`config.mk`:
```
export PLATFORM = sky130hd
export DESIGN_NAME = baud_gen_frac
export DESIGN_NICKNAME = d
export VERILOG_FILES = /design/src/rtl/baud_gen_pkg.sv /design/src/rtl/frac_accum.sv /design/src/rtl/baud_gen_frac.sv
export SDC_FILE = /design/constraint.sdc
export NUM_CORES = 1
export LEC_CHECK = 0
export CELL_PAD_IN_SITES_DETAIL_PLACEMENT = 1
export CELL_PAD_IN_SITES_GLOBAL_PLACEMENT = 2
export CORE_ASPECT_RATIO = 1.5
export CORE_MARGIN = 5
export CORE_UTILIZATION = 35
export DETAILED_ROUTE_END_ITERATION = 8
export PLACE_DENSITY = 0.8
export SLEW_MARGIN = 20
export SYNTH_ARGS = -nofsm -noshare
export SYNTH_HDL_FRONTEND = slang
export SYNTH_SLANG_ARGS = --single-unit
```
`constraint.sdc`:
```
create_clock -name clk -period 4.2 [get_ports clk]
set_clock_uncertainty 0.2 [all_clocks]
set_input_delay 0.42 -clock clk [delete_from_list [all_inputs] [get_ports clk]]
set_output_delay 0.42 -clock clk [all_outputs]
set_load 0.02 [all_outputs]
```
`src/rtl/baud_gen_pkg.sv`:
```
`default_nettype none
// ============================================================================
// Package  : baud_gen_pkg
// Purpose  : Shared types and constants for the fractional baud generator.
//            Holds the default field widths, divisor typedefs, the run-state
//            enum and the minimum legal integer divisor.
// Revision : 1.0  initial release
// ============================================================================
package baud_gen_pkg;

  localparam int DEF_DIV_W  = 16;
  localparam int DEF_FRAC_W = 4;

  // Smallest integer divisor that still leaves one idle cycle between ticks.
  localparam int MIN_DIV = 2;

  typedef logic [DEF_DIV_W-1:0]  div_int_t;
  typedef logic [DEF_FRAC_W-1:0] div_frac_t;

  localparam int STATE_W = 1;
  typedef enum logic [STATE_W-1:0] {
    IDLE = 1'b0,
    RUN  = 1'b1
  } state_t;

endpackage : baud_gen_pkg
`default_nettype wire

```
`src/rtl/frac_accum.sv`:
```
`default_nettype none
// ============================================================================
// Module   : frac_accum
// Purpose  : FRAC_W-bit fractional-N phase accumulator. Each step adds the
//            fractional increment; the carry out of the sum is presented
//            combinationally so the caller can stretch the current period.
// Ports    : clk, rst      - clock, synchronous active-high reset
//            i_clr         - zero the accumulator (priority over i_step)
//            i_step        - commit acc + i_frac to the accumulator
//            i_frac        - fractional increment
//            o_carry       - carry of (acc + i_frac), valid every cycle
// Revision : 1.0  initial release
// ============================================================================
module frac_accum #(
  parameter int FRAC_W = 4
) (
  input  logic              clk,
  input  logic              rst,
  input  logic              i_clr,
  input  logic              i_step,
  input  logic [FRAC_W-1:0] i_frac,
  output logic              o_carry
);

  logic [FRAC_W-1:0] r_acc;
  logic [FRAC_W:0]   w_sum;

  assign w_sum   = {1'b0, r_acc} + {1'b0, i_frac};
  assign o_carry = w_sum[FRAC_W];

  always_ff @(posedge clk) begin
    if (rst || i_clr) begin
      r_acc <= '0;
    end else if (i_step) begin
      r_acc <= w_sum[FRAC_W-1:0];
    end
  end

endmodule : frac_accum
`default_nettype wire

```
`src/rtl/baud_gen_frac.sv`:
```
`default_nettype none
// ============================================================================
// Module   : baud_gen_frac
// Purpose  : Runtime-programmable fractional baud tick generator. Emits an
//            oversampled rx_tick and a phase-locked tx_tick (one per
//            OVERSAMPLE rx ticks). Divisor = int + frac/2^FRAC_W clocks per
//            rx tick, averaged via a fractional-N accumulator. Divisor writes
//            made while running are shadowed and applied at a period start.
// Option   : BAUD_GEN_RESYNC_EN - adds rx_resync, which restarts the tick
//            phase (counter, accumulator, oversample count) while running.
// Ports    : clk, rst       - clock, synchronous active-high reset
//            enable         - 1 = RUN, 0 = IDLE (counters held at zero)
//            cfg_div_int    - integer clocks per rx tick (clamped to >= 2)
//            cfg_div_frac   - fractional clocks per rx tick
//            cfg_load       - strobe capturing cfg_div_*
//            rx_resync      - phase restart (option only)
//            cfg_pending    - shadowed divisor waiting for a period start
//            cfg_err        - pulse: loaded integer divisor was clamped
//            rx_tick        - oversampled tick pulse
//            tx_tick        - baud tick pulse, coincident with an rx_tick
// Revision : 1.0  initial release
// ============================================================================
module baud_gen_frac
  import baud_gen_pkg::*;
#(
  parameter int DIV_W        = 16,
  parameter int FRAC_W       = 4,
  parameter int OVERSAMPLE   = 16,
  parameter int RST_DIV_INT  = 326,
  parameter int RST_DIV_FRAC = 8
) (
  input  logic              clk,
  input  logic              rst,
  input  logic              enable,
  input  logic [DIV_W-1:0]  cfg_div_int,
  input  logic [FRAC_W-1:0] cfg_div_frac,
  input  logic              cfg_load,
`ifdef BAUD_GEN_RESYNC_EN
  input  logic              rx_resync,
`endif
  output logic              cfg_pending,
  output logic              cfg_err,
  output logic              rx_tick,
  output logic              tx_tick
);

  localparam int                OS_W      = $clog2(OVERSAMPLE);
  localparam logic [OS_W-1:0]   c_OS_LAST = OS_W'(OVERSAMPLE - 1);
  localparam logic [DIV_W-1:0]  c_MIN_DIV = DIV_W'(MIN_DIV);
  localparam logic [DIV_W-1:0]  c_RST_INT = DIV_W'(RST_DIV_INT);
  localparam logic [FRAC_W-1:0] c_RST_FRC = FRAC_W'(RST_DIV_FRAC);
  localparam logic [DIV_W:0]    c_ONE     = (DIV_W+1)'(1);

  state_t            r_state;
  logic [DIV_W-1:0]  r_div_int;
  logic [FRAC_W-1:0] r_div_frac;
  logic [DIV_W-1:0]  r_sh_int;
  logic [FRAC_W-1:0] r_sh_frac;
  logic              r_pending;
  logic              r_err;
  logic              r_start;     // next RUN edge begins a new period
  logic [DIV_W:0]    r_cnt;       // cycles left in the current period
  logic [OS_W-1:0]   r_osc;
  logic              r_rx;
  logic              r_tx;

  logic              w_resync;
  logic              w_clamp;
  logic [DIV_W-1:0]  w_ld_int;
  logic [DIV_W-1:0]  w_sel_int;
  logic [FRAC_W-1:0] w_sel_frac;
  logic              w_carry;
  logic [DIV_W:0]    w_len;
  logic              w_acc_clr;

`ifdef BAUD_GEN_RESYNC_EN
  assign w_resync = rx_resync;
`else
  assign w_resync = 1'b0;
`endif

  assign w_clamp  = (cfg_div_int < c_MIN_DIV);
  assign w_ld_int = w_clamp ? c_MIN_DIV : cfg_div_int;

  // A period start consumes the shadow if one is waiting, so the length of
  // the new period is computed from the value that is about to become active.
  assign w_sel_int  = r_pending ? r_sh_int  : r_div_int;
  assign w_sel_frac = r_pending ? r_sh_frac : r_div_frac;

  // Leaving RUN or resyncing restarts the fractional phase from zero.
  assign w_acc_clr = (r_state != RUN) || !enable || w_resync;

  frac_accum #(
    .FRAC_W (FRAC_W)
  ) u_frac_accum (
    .clk     (clk),
    .rst     (rst),
    .i_clr   (w_acc_clr),
    .i_step  (r_start),
    .i_frac  (w_sel_frac),
    .o_carry (w_carry)
  );

  // One extra bit so div_int = 2^DIV_W-1 plus a carry cannot wrap.
  assign w_len = {1'b0, w_sel_int} + {{DIV_W{1'b0}}, w_carry};

  always_ff @(posedge clk) begin
    if (rst) begin
      r_state    <= IDLE;
      r_div_int  <= c_RST_INT;
      r_div_frac <= c_RST_FRC;
      r_sh_int   <= c_RST_INT;
      r_sh_frac  <= c_RST_FRC;
      r_pending  <= 1'b0;
      r_err      <= 1'b0;
      r_start    <= 1'b0;
      r_cnt      <= '0;
      r_osc      <= '0;
      r_rx       <= 1'b0;
      r_tx       <= 1'b0;
    end else begin
      r_rx  <= 1'b0;
      r_tx  <= 1'b0;
      r_err <= cfg_load && w_clamp;

      case (r_state)
        IDLE: begin
          r_cnt   <= '0;
          r_osc   <= '0;
          r_start <= 1'b0;
          // No ticks are running, so a write goes straight to the active set.
          if (cfg_load) begin
            r_div_int  <= w_ld_int;
            r_div_frac <= cfg_div_frac;
          end
          if (enable) begin
            r_state <= RUN;
            r_start <= 1'b1;
          end
        end

        RUN: begin
          if (!enable) begin
            r_state   <= IDLE;
            r_cnt     <= '0;
            r_osc     <= '0;
            r_start   <= 1'b0;
            r_pending <= 1'b0;
            // Ticks stop here, so any waiting divisor can be committed now.
            if (cfg_load) begin
              r_div_int  <= w_ld_int;
              r_div_frac <= cfg_div_frac;
            end else if (r_pending) begin
              r_div_int  <= r_sh_int;
              r_div_frac <= r_sh_frac;
            end
          end else begin
            if (w_resync) begin
              // Suppresses any tick due this edge and restarts the phase.
              r_cnt   <= '0;
              r_osc   <= '0;
              r_start <= 1'b1;
            end else if (r_start) begin
              r_cnt   <= w_len - c_ONE;
              r_start <= 1'b0;
              if (r_pending) begin
                r_div_int  <= r_sh_int;
                r_div_frac <= r_sh_frac;
                r_pending  <= 1'b0;
              end
            end else if (r_cnt == c_ONE) begin
              r_rx    <= 1'b1;
              r_tx    <= (r_osc == c_OS_LAST);
              r_osc   <= (r_osc == c_OS_LAST) ? '0 : r_osc + OS_W'(1);
              r_cnt   <= '0;
              r_start <= 1'b1;
            end else begin
              r_cnt <= r_cnt - c_ONE;
            end

            // Placed last so a write coinciding with a period start lands in
            // the shadow for the following period (last write wins).
            if (cfg_load) begin
              r_sh_int  <= w_ld_int;
              r_sh_frac <= cfg_div_frac;
              r_pending <= 1'b1;
            end
          end
        end

        default: r_state <= IDLE;
      endcase
    end
  end

  assign cfg_pending = r_pending;
  assign cfg_err     = r_err;
  assign rx_tick     = r_rx;
  assign tx_tick     = r_tx;

endmodule : baud_gen_frac
`default_nettype wire

```
==> impl_metrics.py, run 1 <==
metrics = {
    "run_status": {
        "status": "completed",
    },
    "min_path": {
        "hold_end": "r_div_int[13]",
        "min-delay-start": "r_div_int[13]",
        "hold_path_class": "reg2reg",
        "min_path_cells": 2,
    },
    "pwr": {
        "p_total_mw": 1.68,
        "p_leak_nw": 1.60,
        "powerDensity_nw_per_um2": 377,
        "peakVddDrop_v": 0.000252,
    },
    "sta": {
        "layout_setup_ws_ns": 0.873,
        "setup_viol": 0,
        "tightestPinTransition_ns": 0.753,
        "maxSlewViolCount": 0,
        "slew_headroom_pct": 49.8,
        "finalSetupTns_ns": 0,
        "grt_setup_unrepaired": "no",
        "hold_viol": 0,
        "fin_crit_sh_pct": 79.2,
        "period_needed_ns": 3.33,
        "fmax_mhz": 301,
    },
    "place": {
        "dp_slack_ns": 0.881,
        "place_congestion": 0.749,
        "dp_hpwl_mm": 7.75,
        "dp_cells": 612,
        "numPortBuffers": 27,
    },
    "final_layout": {
        "area_growth_pct": 18.0,
        "layout_commonest_cell": "dfxtp_1",
        "final_cell_mix": "dfxtp_1, nand2_1, a21oi_1",
        "nNetsFinal": 513,
        "layout-drive-gt1-share_pct": 7.66,
        "fin_cells": 627,
        "antenna_cells": 0,
    },
    "clocking": {
        "insertion_delay_ns": 0.34,
        "numClockSinks": 71,
        "ctsHoldBuffers": 0,
        "path_clk_slew_ns": 0.06,
        "tritoncts": "yes",
        "cts_setup_buffers": 0,
        "numCtsBuffers": 9,
        "cts_resized": 0,
        "ctsHtreeMaxLevel": 3,
        "cts_buffer_depth": 2,
        "cts-root-buf": "clkbuf_16",
    },
    "setup_path": {
        "worstReg2RegStart": "cfg_pending",
        "cp.buffers_inverters": 1,
        "endpoint_kind": "flip-flop",
        "critPathSlowestCell": "nor4b_1",
        "crit_path_start_kind": "flip-flop",
        "rr_worst_depth": 10,
        "critical_path_class": "reg2reg",
        "worstPathRequired_ns": 4.20,
        "crit_top_cell": "ha_1",
        "worstPathCellList": "buf_4, mux2_2, ha_1, a21oi_1, ha_1, ha_1, o211ai_1, nor4b_1, xor2_1, o22ai_1",
        "arrival_ns": 3.33,
        "worst-path-max-fanout": 37,
        "ff2ff_setup_slack_ns": 0.87,
        "critPathMaxStageDelay_ns": 0.44,
        "path_delay_family": "adder cells",
        "rr_endpoint": "r_cnt[14]",
    },
    "global_routing": {
        "grt_pass1_vias": 3489,
        "gr-usage-met3_pct": 3.77,
        "antenna_found_initial": 0,
        "grt.overflow.total": 0,
        "grt.busiest_layer": "met2",
        "grtUsageMet1_pct": 20.9,
        "grt_max_degree": 44,
        "grt_pass1_wl_mm": 17.5,
        "use_met2_pct": 30.1,
        "track_usage_pct": 17.3,
    },
    "floorplanning": {
        "die_h_microns": 137,
        "core_area_sq_um": 10600,
        "rows": 46,
        "io_pins": 28,
        "die_area_sq_um": 13000,
        "initial_core_util_pct": 35.7,
        "fp.dieW_microns": 94.9,
    },
    "synth": {
        "syn_nets": 493,
        "synthFlopType": "dfxtp_1",
        "synth_area_sq_um": 3780,
        "synthDistinctLibCells": 49,
        "synthArstFlopShare_pct": 0,
        "synth_warnings": 0,
        "synth-edff-count": 0,
        "synth_seq_cells": 71,
        "ys_seq_area_share_pct": 37.6,
        "synth.avg_cell_area_sq_um": 8.25,
        "synthCells": 459,
    },
    "route": {
        "drtIter0Drc": 106,
        "wl_per_cell_microns": 16.6,
        "drcViolationCount": 0,
        "ant_nets": 0,
        "viasPerCell": 5.30,
        "dr.pass1.iters": 4,
        "drt_wl_total_mm": 10.4,
        "vias": 3326,
    },
    "flow_run": {
        "maxCapViolCount": 0,
    },
}
## power breakdown
group | switching (mW) | internal, mW | leakage, nW | total, mW
clock network | 0.285 | 0.409 | 0.131 | 0.694
registers | 0.0252 | 0.701 | 0.579 | 0.727
logic | 0.146 | 0.117 | 0.891 | 0.263
total | 0.456 | 1.23 | 1.60 | 1.68
## worst register-to-register path, delay by kind of cell (launching register included)
family | cells | cell delay (ns)
adder cells (fa/ha/maj) | 3 | 0.69
AO/OA/AOI/OAI | 3 | 0.47
AND/OR/NAND/NOR | 1 | 0.44
buffers and inverters | 1 | 0.42
multiplexers | 1 | 0.41
flip-flops | 1 | 0.37
XOR/XNOR | 1 | 0.19
## synth_stat cells (all sizes together), types with 4 or more instances
master | number | area share, %
a211o | 4 | 0.93
a211oi | 6 | 1.2
a21oi | 42 | 5.6
a31oi | 4 | 0.66
buf | 8 | 1.1
clkbuf | 18 | 1.8
dfxtp | 71 | 38
ha | 9 | 3.0
inv | 14 | 1.4
mux2 | 4 | 1.2
mux2i | 22 | 5.8
nand2 | 67 | 6.6
nand3 | 11 | 1.5
nand3b | 7 | 1.4
nor2 | 39 | 3.9
nor2b | 4 | 0.66
nor3 | 18 | 2.8
nor3b | 4 | 0.79
nor4 | 13 | 2.5
o211ai | 10 | 2.0
o21ai | 11 | 1.5
o22ai | 10 | 1.7
or3 | 7 | 1.2
xnor2 | 11 | 2.5
xor2 | 19 | 4.4
## routing by layer
| layer | up-vias | wire [microns] |
|---|---|---|
| met1 | 1604 | 4660 |
| met3 | 10 | 251 |
| met5 | - | 0 |
| met2 | 42 | 5330 |
| li1 | 1670 | - |
| met4 | 0 | 147 |
## through the flow
step | utilization (%) | hold slack, ns | area, sq um
finish | 42.2 | 0.253 | 4460
global route | 42.2 | 0.279 | 4460
CTS | 42.2 | 0.257 | 4460
detailed placement | 39.7 | 0.249 | 4200
global placement | 39.7 | 0.238 | 4200
floorplan | - | 0.231 | 3780
## registers in the layout, indices dropped and copies added, names as in the netlist
register / count
r_cnt: 17
r_div_int: 16
r_state: 1
r_osc: 4
r_sh_int: 16
tx_tick: 1
r_start: 1
rx_tick: 1
r_sh_frac: 4
r_div_frac: 4
cfg_pending: 1
cfg_err: 1
u_frac_accum.r_acc: 4
## how the worst max path moves through the flow
| stage | end | cells past startpoint | startpoint | slack (ns) |
|---|---|---|---|---|
| 2_1_floorplan | r_cnt[14] | 14 | cfg_pending | 0.50 |
| 3_3_place_gp | r_cnt[14] | 10 | cfg_pending | 0.93 |
| 3_5_place_dp | r_cnt[14] | 10 | cfg_pending | 0.88 |
| 4_1_cts | r_cnt[14] | 10 | cfg_pending | 0.84 |
| 5_1_grt | r_cnt[14] | 10 | cfg_pending | 0.62 |
| 6_report | r_cnt[14] | 10 | cfg_pending | 0.87 |
## final cells by class
class	instances	area (sq um)
inverters	14	52.6
fillers	1310	6130
clock inverters	4	22.5
flip-flops and latches	71	1420
clock buffers	11	243
well taps	144	180
multi-input cells	348	2210
repair buffers	35	330
## cells by family after synthesis
| group | Yosys count | synth area share [%] |
|---|---|---|
| AO/OA/AOI/OAI | 99 | 16.0 |
| XOR/XNOR | 30 | 6.94 |
| adder cells (fa/ha/maj) | 10 | 3.50 |
| buffers and inverters | 40 | 4.30 |
| flip-flops | 71 | 37.6 |
| multiplexers | 26 | 7.01 |
| AND/OR/NAND/NOR | 183 | 24.7 |
Note: power is estimated with default switching activity, not from simulation.
==> inputs of run 2 (changes only) <==
clock period = 3.27 ns   (was 4.2 ns; I/O delays follow)
==> run 2 against run 1 <==
  * Register-to-register slack worse by 0.71 ns
  * Wire length is 2.7% higher
  * Utilization is 1.7 points higher
  * Combinational power is 33% higher
  * Fmax is 7.2% higher
  * Sequential cell count stayed put
  * Largest power group is now the clock network
==> impl_metrics.py, run 2 (synthesis results as in run 1) <==
metrics = {
    "route": {
        "drt_wl_total_mm": 10.7,
        "dr.pass1.iters": 4,
        "ant_nets": 0,
        "drcViolationCount": 0,
        "drtIter0Drc": 70,
        "viasPerCell": 5.29,
        "wl_per_cell_microns": 16.7,
        "vias": 3376,
    },
    "sta": {
        "grt_setup_unrepaired": "no",
        "layout_setup_ws_ns": 0.167,
        "period_needed_ns": 3.10,
        "setup_viol": 0,
        "finalSetupTns_ns": 0,
        "fin_crit_sh_pct": 94.9,
        "holdWs_ns": 0.259,
        "fmax_mhz": 322,
        "hold_viol": 0,
        "slew_headroom_pct": 53.0,
        "maxSlewViolCount": 0,
        "tightestPinTransition_ns": 0.698,
    },
    "floorplanning": {
        "fp.dieW_microns": 94.9,
        "rows": 46,
        "die_area_sq_um": 13000,
        "core_area_sq_um": 10600,
        "die_h_microns": 137,
        "io_pins": 28,
        "initial_core_util_pct": 35.7,
    },
    "global_routing": {
        "track_usage_pct": 17.4,
        "grt_pass1_wl_mm": 17.7,
        "grt_max_degree": 43,
        "grt.overflow.total": 0,
        "grt_pass1_vias": 3502,
        "antenna_found_initial": 0,
    },
    "final_layout": {
        "largestRegisters": "r_cnt (17), r_div_int (16), r_sh_int (16)",
        "nNetsFinal": 523,
        "area_growth_pct": 22.6,
        "final_cell_mix": "dfxtp_1, nand2_1, a21oi_1",
        "layout-drive-gt1-share_pct": 10.7,
        "top_register": "r_cnt",
        "largest_reg_flops": 17,
        "antenna_cells": 0,
        "layout_commonest_cell": "dfxtp_1",
    },
    "flow_run": {
        "maxCapViolCount": 0,
    },
    "min_path": {
        "hold_path_class": "reg2reg",
        "min-delay-start": "r_div_int[13]",
        "hold_end": "r_div_int[13]",
        "min_path_cells": 2,
    },
    "setup_path": {
        "critPathMaxStageDelay_ns": 0.39,
        "crit_path_start_kind": "flip-flop",
        "rr_endpoint": "r_cnt[12]",
        "worstPathRequired_ns": 3.27,
        "worstPathCellList": "mux2_2, ha_1, inv_1, fa_1, inv_1, a21o_1, a21oi_2, ha_2, ha_2, o211ai_1, buf_4, nor3_2, xor2_1, o22ai_1",
        "cp.buffers_inverters": 3,
        "endpoint_kind": "flip-flop",
        "critical_path_class": "reg2reg",
        "ff2ff_setup_slack_ns": 0.17,
        "worstReg2RegStart": "cfg_pending",
        "worst-path-max-fanout": 6,
        "path_depth": 14,
        "path_delay_family": "adder cells",
        "critPathSlowestCell": "dfxtp_4",
        "rr_worst_depth": 14,
        "arrival_ns": 3.11,
    },
    "clocking": {
        "ctsHtreeMaxLevel": 3,
        "numClockSinks": 71,
        "tritoncts": "yes",
        "path_clk_slew_ns": 0.06,
        "numCtsBuffers": 9,
        "insertion_delay_ns": 0.34,
        "ctsHoldBuffers": 0,
        "cts-root-buf": "clkbuf_16",
        "cts_buffer_depth": 2,
    },
    "place": {
        "dp_hpwl_mm": 7.99,
        "numPortBuffers": 27,
        "place_congestion": 0.764,
        "dp_slack_ns": 0.0743,
    },
    "pwr": {
        "powerDensity_nw_per_um2": 519,
        "p_leak_nw": 1.68,
        "p_total_mw": 2.41,
        "peakVddDrop_v": 0.000277,
    },
    "run_status": {
        "status": "completed",
    },
}
[run 2: cell types whose count changed in the layout (fill, tap and decap cells not counted), moves of 2 or more]
cell | previous run | this run
ha_1 | 9 | 7
ha_2 | 0 | 2
bufinv_16 | 0 | 3
clkinv_2 | 3 | 0
buf_4 | 8 | 18
[run 2: worst max path at each step]
stage | end | slack (ns) | start
finish | r_cnt[12] | 0.17 | cfg_pending
global route | r_cnt[14] | 0.005 | cfg_pending
CTS | r_cnt[14] | 0.06 | cfg_pending
detailed placement | r_cnt[14] | 0.07 | cfg_pending
global placement | r_cnt[14] | 0.15 | cfg_pending
floorplan | r_cnt[14] | 0.004 | cfg_pending
[run 2: layout make-up]
| cell class | count | area, sq um |
|---|---|---|
| repair buffers | 45 | 405 |
| multi-input cells | 348 | 2240 |
| flip-flops and latches | 71 | 1430 |
| clock inverters | 5 | 106 |
| inverters | 14 | 52.6 |
| well taps | 144 | 180 |
| clock buffers | 11 | 233 |
| fillers | 1284 | 5950 |
[run 2: stage by stage]
stage                     util [%]  instance area, sq um  std cells
after global routing          43.8                  4640        638
after floorplan                  -                  3800        459
after global placement        40.3                  4270        620
after CTS                     43.5                  4610        636
final                         43.8                  4640        638
after detailed placement      40.3                  4270        620
[run 2: metal layers]
layer	GRT usage [%]	wire, microns	vias to the layer above
met5	0	0	-
met1	20.7	4680	1649
met4	5.86	134	0
li1	-	-	1691
met2	31.3	5690	28
met3	3.01	170	8
[run 2: worst min-delay path: cells and delay by family, from the launching register on]
kind / cells / cell delay [ns]
simple gates: 1 / 0.05
compound gates: 1 / 0.05
flops: 1 / 0.31
[run 2: what timing repair did]
item                                    4_1_cts  5_1_grt
buffers inserted                              0        2
endpoints found under the setup margin        0        2
gates resized for setup                       0        5
[run 2: power by group]
group / total [mW] / internal, mW / switching (mW)
registers: 0.933 / 0.900 / 0.0332
clock network: 1.12 / 0.747 / 0.376
logic: 0.351 / 0.158 / 0.193
total: 2.41 / 1.81 / 0.602
==> variant 1: new RTL, config.mk and constraints of run 2 <==
Set the parameter `DIV_W` to 32 (it was 16).
--- a/src/rtl/baud_gen_frac.sv
+++ b/src/rtl/baud_gen_frac.sv
@@ -23,7 +23,7 @@
 module baud_gen_frac
   import baud_gen_pkg::*;
 #(
-  parameter int DIV_W        = 16,
+  parameter int DIV_W        = 32,
   parameter int FRAC_W       = 4,
   parameter int OVERSAMPLE   = 16,
   parameter int RST_DIV_INT  = 326,
Interface: changed (resized cfg_div_int); port bits go from 28 to 44. The function was not compared with the original's and may differ.
==> variant 1 against run 2 <==
Synthesized cell count is 78% higher. Clock power up 83%. Synthesized area increased by 68%. Via count is 81% higher. Hold slack improved by 0.0021 ns. Sequential cell count is 48 higher. Worst setup slack worse by 0.086 ns. Design area up 71%. Power up 82%. Routed wire length rose by 95%.
==> variant 1: results (changes against run 2) <==
outcome: "completed"  # unchanged
antenna_cells: 0  # unchanged
wl_met2_um: 10600  # was 5690 um
placed_area_um2: 7190  # was 4270 um2
synthesis.nets: 865  # was 493
drtPass1Iterations: 5  # was 4
cts.sinks: 119  # was 71
cts_hold_buffers: 1  # was 0
dp_hpwl_um: 14600  # was 7990 um
synth-seq-area-share_pct: 37.5  # was 37.6%
gr-usage-met3_pct: 3.79  # was 3.01%
gp_congestion: 0.840  # was 0.764
inv_count: 16  # was 14
synth_area_leaders: "dfxtp_1 38%, a21oi_1 6.7%, nor2_1 6.6%"  # was dfxtp_1 38%, nand2_1 6.6%, mux2i_1 5.8%
seq_area_um2: 2390  # was 1430 um2
drt_wl_total_um: 20800  # was 10700 um
seq_power_share_pct: 35.9  # was 38.8%
routed_via_density: 5.59  # was 5.29
ctsResizeCount: 0  # unchanged
grt_max_degree: 75  # was 43
vias: 6126  # was 3376
cts_buffers: 17  # was 9
leakage_uw: 0.00287  # was 0.00168 uW
fill_cells: 2143  # was 1284
reg2reg_depth: 16  # was 14
pre_cts_slack_ns: 0.119  # was 0.0743 ns
clockNetworkAreaShare_pct: 8.16  # was 7.31%
ys.flop_type: "dfxtp_1"  # unchanged
top_regs: "r_cnt x33, r_div_int x32, r_sh_int x32"  # was r_cnt x17, r_div_int x16, r_sh_int x16
grt_pass1_wl_um: 33700  # was 17700 um
htree_levels: 4  # was 3
synth_top_cells_by_count: "119 x dfxtp_1, 111 x nor2_1, 109 x nand2_1"  # was 71 x dfxtp_1, 67 x nand2_1, 42 x a21oi_1
crit_end: "r_cnt[26]"  # was r_cnt[12]
comb_power_share_pct: 17.2  # was 14.6%
port_buffers: 43  # was 27
grt_usage_pct: 20.2  # was 17.4%
met2_usage_pct: 34.3  # was 31.3%
grt_pass1_vias: 6325  # was 3502
use_met1_pct: 25.6  # was 20.7%
final_layout_size_suffix_gt1_share_pct: 11.2  # was 10.7%
holdCritStartpoint: "r_sh_frac[0]"  # was r_div_int[13]
swShare_pct: 27.7  # was 25.0%
n_clock_buffer: 18  # was 11
drt-initial-drc-count: 220  # was 70
pg_comb_uw: 750  # was 351 uW
wl_met1_um: 9230  # was 4680 um
cp_max_fo: 6  # unchanged
final_util_pct: 44.4  # was 43.8%
peakVddDrop_mv: 0.264  # was 0.277 mV
highest_layer: "met4"  # unchanged
syn_avg_cell_area_um2: 7.79  # was 8.25 um2
worstPathArrival_ns: 3.29  # was 3.11 ns
clk_latency_ns: 0.42  # was 0.34 ns
synth_cell_types: 48  # was 49
buffers: 78  # was 45
layout.nets: 915  # was 523
bufAreaShareNonClock_pct: 9.44  # was 8.74%
## variant 1: changes by cell type after synthesis, sizes merged, moves of 10 or more
cell,run 2,this run
a211oi,6,24
a21oi,42,85
clkbuf,18,42
dfxtp,71,119
mux2i,22,33
nand2,67,109
nor2,39,111
nor4,13,23
o22ai,10,23
xnor2,11,39
## variant 1: cells by family after synthesis
kind of cell	synth area share, %
DFF	37.5
muxes	6.62
AOI/OAI and AO/OA	17.0
buffers and inverters	3.76
and+or+nand+nor	24.8
adders and majority gates	2.09
xor gates and xnor gates	8.14
## variant 1: worst min path at each step
stage	end	slack, ns	cells past startpoint
finish	r_sh_frac[0]	0.26	2
floorplan	r_sh_frac[3]	0.23	2
CTS	r_sh_frac[0]	0.26	2
global placement	r_sh_int[18]	0.24	2
global route	r_sh_int[23]	0.29	2
detailed placement	r_sh_int[23]	0.25	2
==> variant 2: new RTL, settings of run 2 <==
Without the edit above. Make the reset (`rst`) asynchronous in one clocked block. Comments in the files are not updated.
--- a/src/rtl/baud_gen_frac.sv
+++ b/src/rtl/baud_gen_frac.sv
@@ -104,7 +104,7 @@
   // One extra bit so div_int = 2^DIV_W-1 plus a carry cannot wrap.
   assign w_len = {1'b0, w_sel_int} + {{DIV_W{1'b0}}, w_carry};
 
-  always_ff @(posedge clk) begin
+  always_ff @(posedge clk or posedge rst) begin
     if (rst) begin
       r_state    <= IDLE;
       r_div_int  <= c_RST_INT;
Function: differs if rst is asserted again (counterexample within 4 cycles, from zero or initial values and one cycle with rst high); with rst held inactive, the same outputs for 4 cycles.
==> variant 2 against run 2 <==
Synthesized area is 7.7% higher. Die area rose by 7.0%. Sequential cell count unchanged. Maximum frequency grew 1.9%. Global-route usage decreased by 0.87 points. Routed wire length is 2.6% higher. Design area is 6.6% higher. Worst setup slack gained 0.057 ns. Critical path type unchanged. Critical endpoint is now r_cnt[13].
Power is not compared: it rests on default switching activity, and its combinational part moved more than twofold at a synthesized area within 25%.
==> variant 2: results (changes against run 2) <==
outcome: "completed"  # unchanged
routedWlPerCell_um: 17.9  # was 16.7 um
grt_max_degree: 40  # was 43
gp_congestion: 0.843  # was 0.764
fmax_mhz: 328  # was 322 MHz
placed_area_um2: 4610  # was 4270 um2
grt_pass1_wl_um: 18600  # was 17700 um
synthesis.nets: 455  # was 493
slew_headroom_pct: 53.5  # was 53.0%
worstPathArrival_ns: 3.10  # was 3.11 ns
grt_pass1_vias: 3625  # was 3502
dp_hpwl_um: 8270  # was 7990 um
synth_top_cells_by_count: "57 x dfrtp_1, 45 x nor2_1, 30 x a21oi_1, 30 x nand2_1, 25 x mux2_2"  # was 71 x dfxtp_1, 67 x nand2_1, 42 x a21oi_1
grt_usage_pct: 16.6  # was 17.4%
vias: 3310  # was 3376
ys.flop_type: "dfrtp_1"  # was dfxtp_1
fill_cells: 1289  # was 1284
drt-initial-drc-count: 107  # was 70
final_layout_size_suffix_gt1_share_pct: 18.9  # was 10.7%
synth-seq-area-share_pct: 43.4  # was 37.6%
regToRegSetupSlack_ns: 0.22  # was 0.17 ns
synth_area_leaders: "dfrtp_1 35%, mux2_2 6.9%, dfstp_2 6.4%"  # was dfxtp_1 38%, nand2_1 6.6%, mux2i_1 5.8%
r2r_end: "r_cnt[13]"  # was r_cnt[12]
holdWs_ns: 0.286  # was 0.259 ns
holdCritStartpoint: "r_div_frac[2]"  # was r_div_int[13]
[variant 2: cell type report]
type	count	area [um2]	share of cell area (%)
Multi-Input combinational cell	318	2210	44.7
Sequential cell	71	1770	35.8
Timing Repair Buffer	42	395	7.99
Clock buffer	11	253	5.11
Tap cell	150	188	3.79
Clock inverter	5	80.1	1.62
Inverter	13	48.8	0.987
[variant 2: worst min path at each step]
stage                    end  cells past startpoint
4_1_cts        r_div_frac[2]                      2
5_1_grt        r_div_frac[2]                      2
3_3_place_gp   r_div_int[15]                      2
2_1_floorplan        r_state                      0
6_report       r_div_frac[2]                      2
3_5_place_dp   r_div_frac[2]                      2
[variant 2: power by group through the flow]
stage	registers (uW)	logic, uW	clock network (uW)
3_5_place_dp	1140	723	0
5_1_grt	1150	803	1150
6_report	1130	719	1090
2_1_floorplan	1110	543	0
3_3_place_gp	1140	711	0
4_1_cts	1130	729	1110
[variant 2: routing by layer]
metal | up-vias | wire length (um) | share of wire, % | GRT usage (%)
met2 | 40 | 5850 | 53 | 30.6
met1 | 1646 | 4610 | 42 | 19.1
met4 | 0 | 297 | 2.7 | 6.93
li1 | 1605 | - | - | -
met5 | - | 0 | 0 | 0
met3 | 19 | 198 | 1.8 | 2.11
[variant 2: worst max-delay path: stages, from the launching register on]
cell,delay (ns)
dfrtp_2,0.46
mux2_4,0.33
ha_4,0.16
inv_2,0.05
fa_2,0.21
inv_1,0.04
a21o_1,0.16
a21oi_2,0.19
ha_2,0.23
o211ai_1,0.10
or3_1,0.40
a211o_1,0.30
a21oi_1,0.14
[variant 2: cells by family after synthesis]
family,synth area share [%]
buffers and inverters,3.22
adders and majority gates,3.25
and+or+nand+nor,17.5
xor gates and xnor gates,5.16
DFF,43.4
AOI/OAI and AO/OA,15.1
muxes,12.4
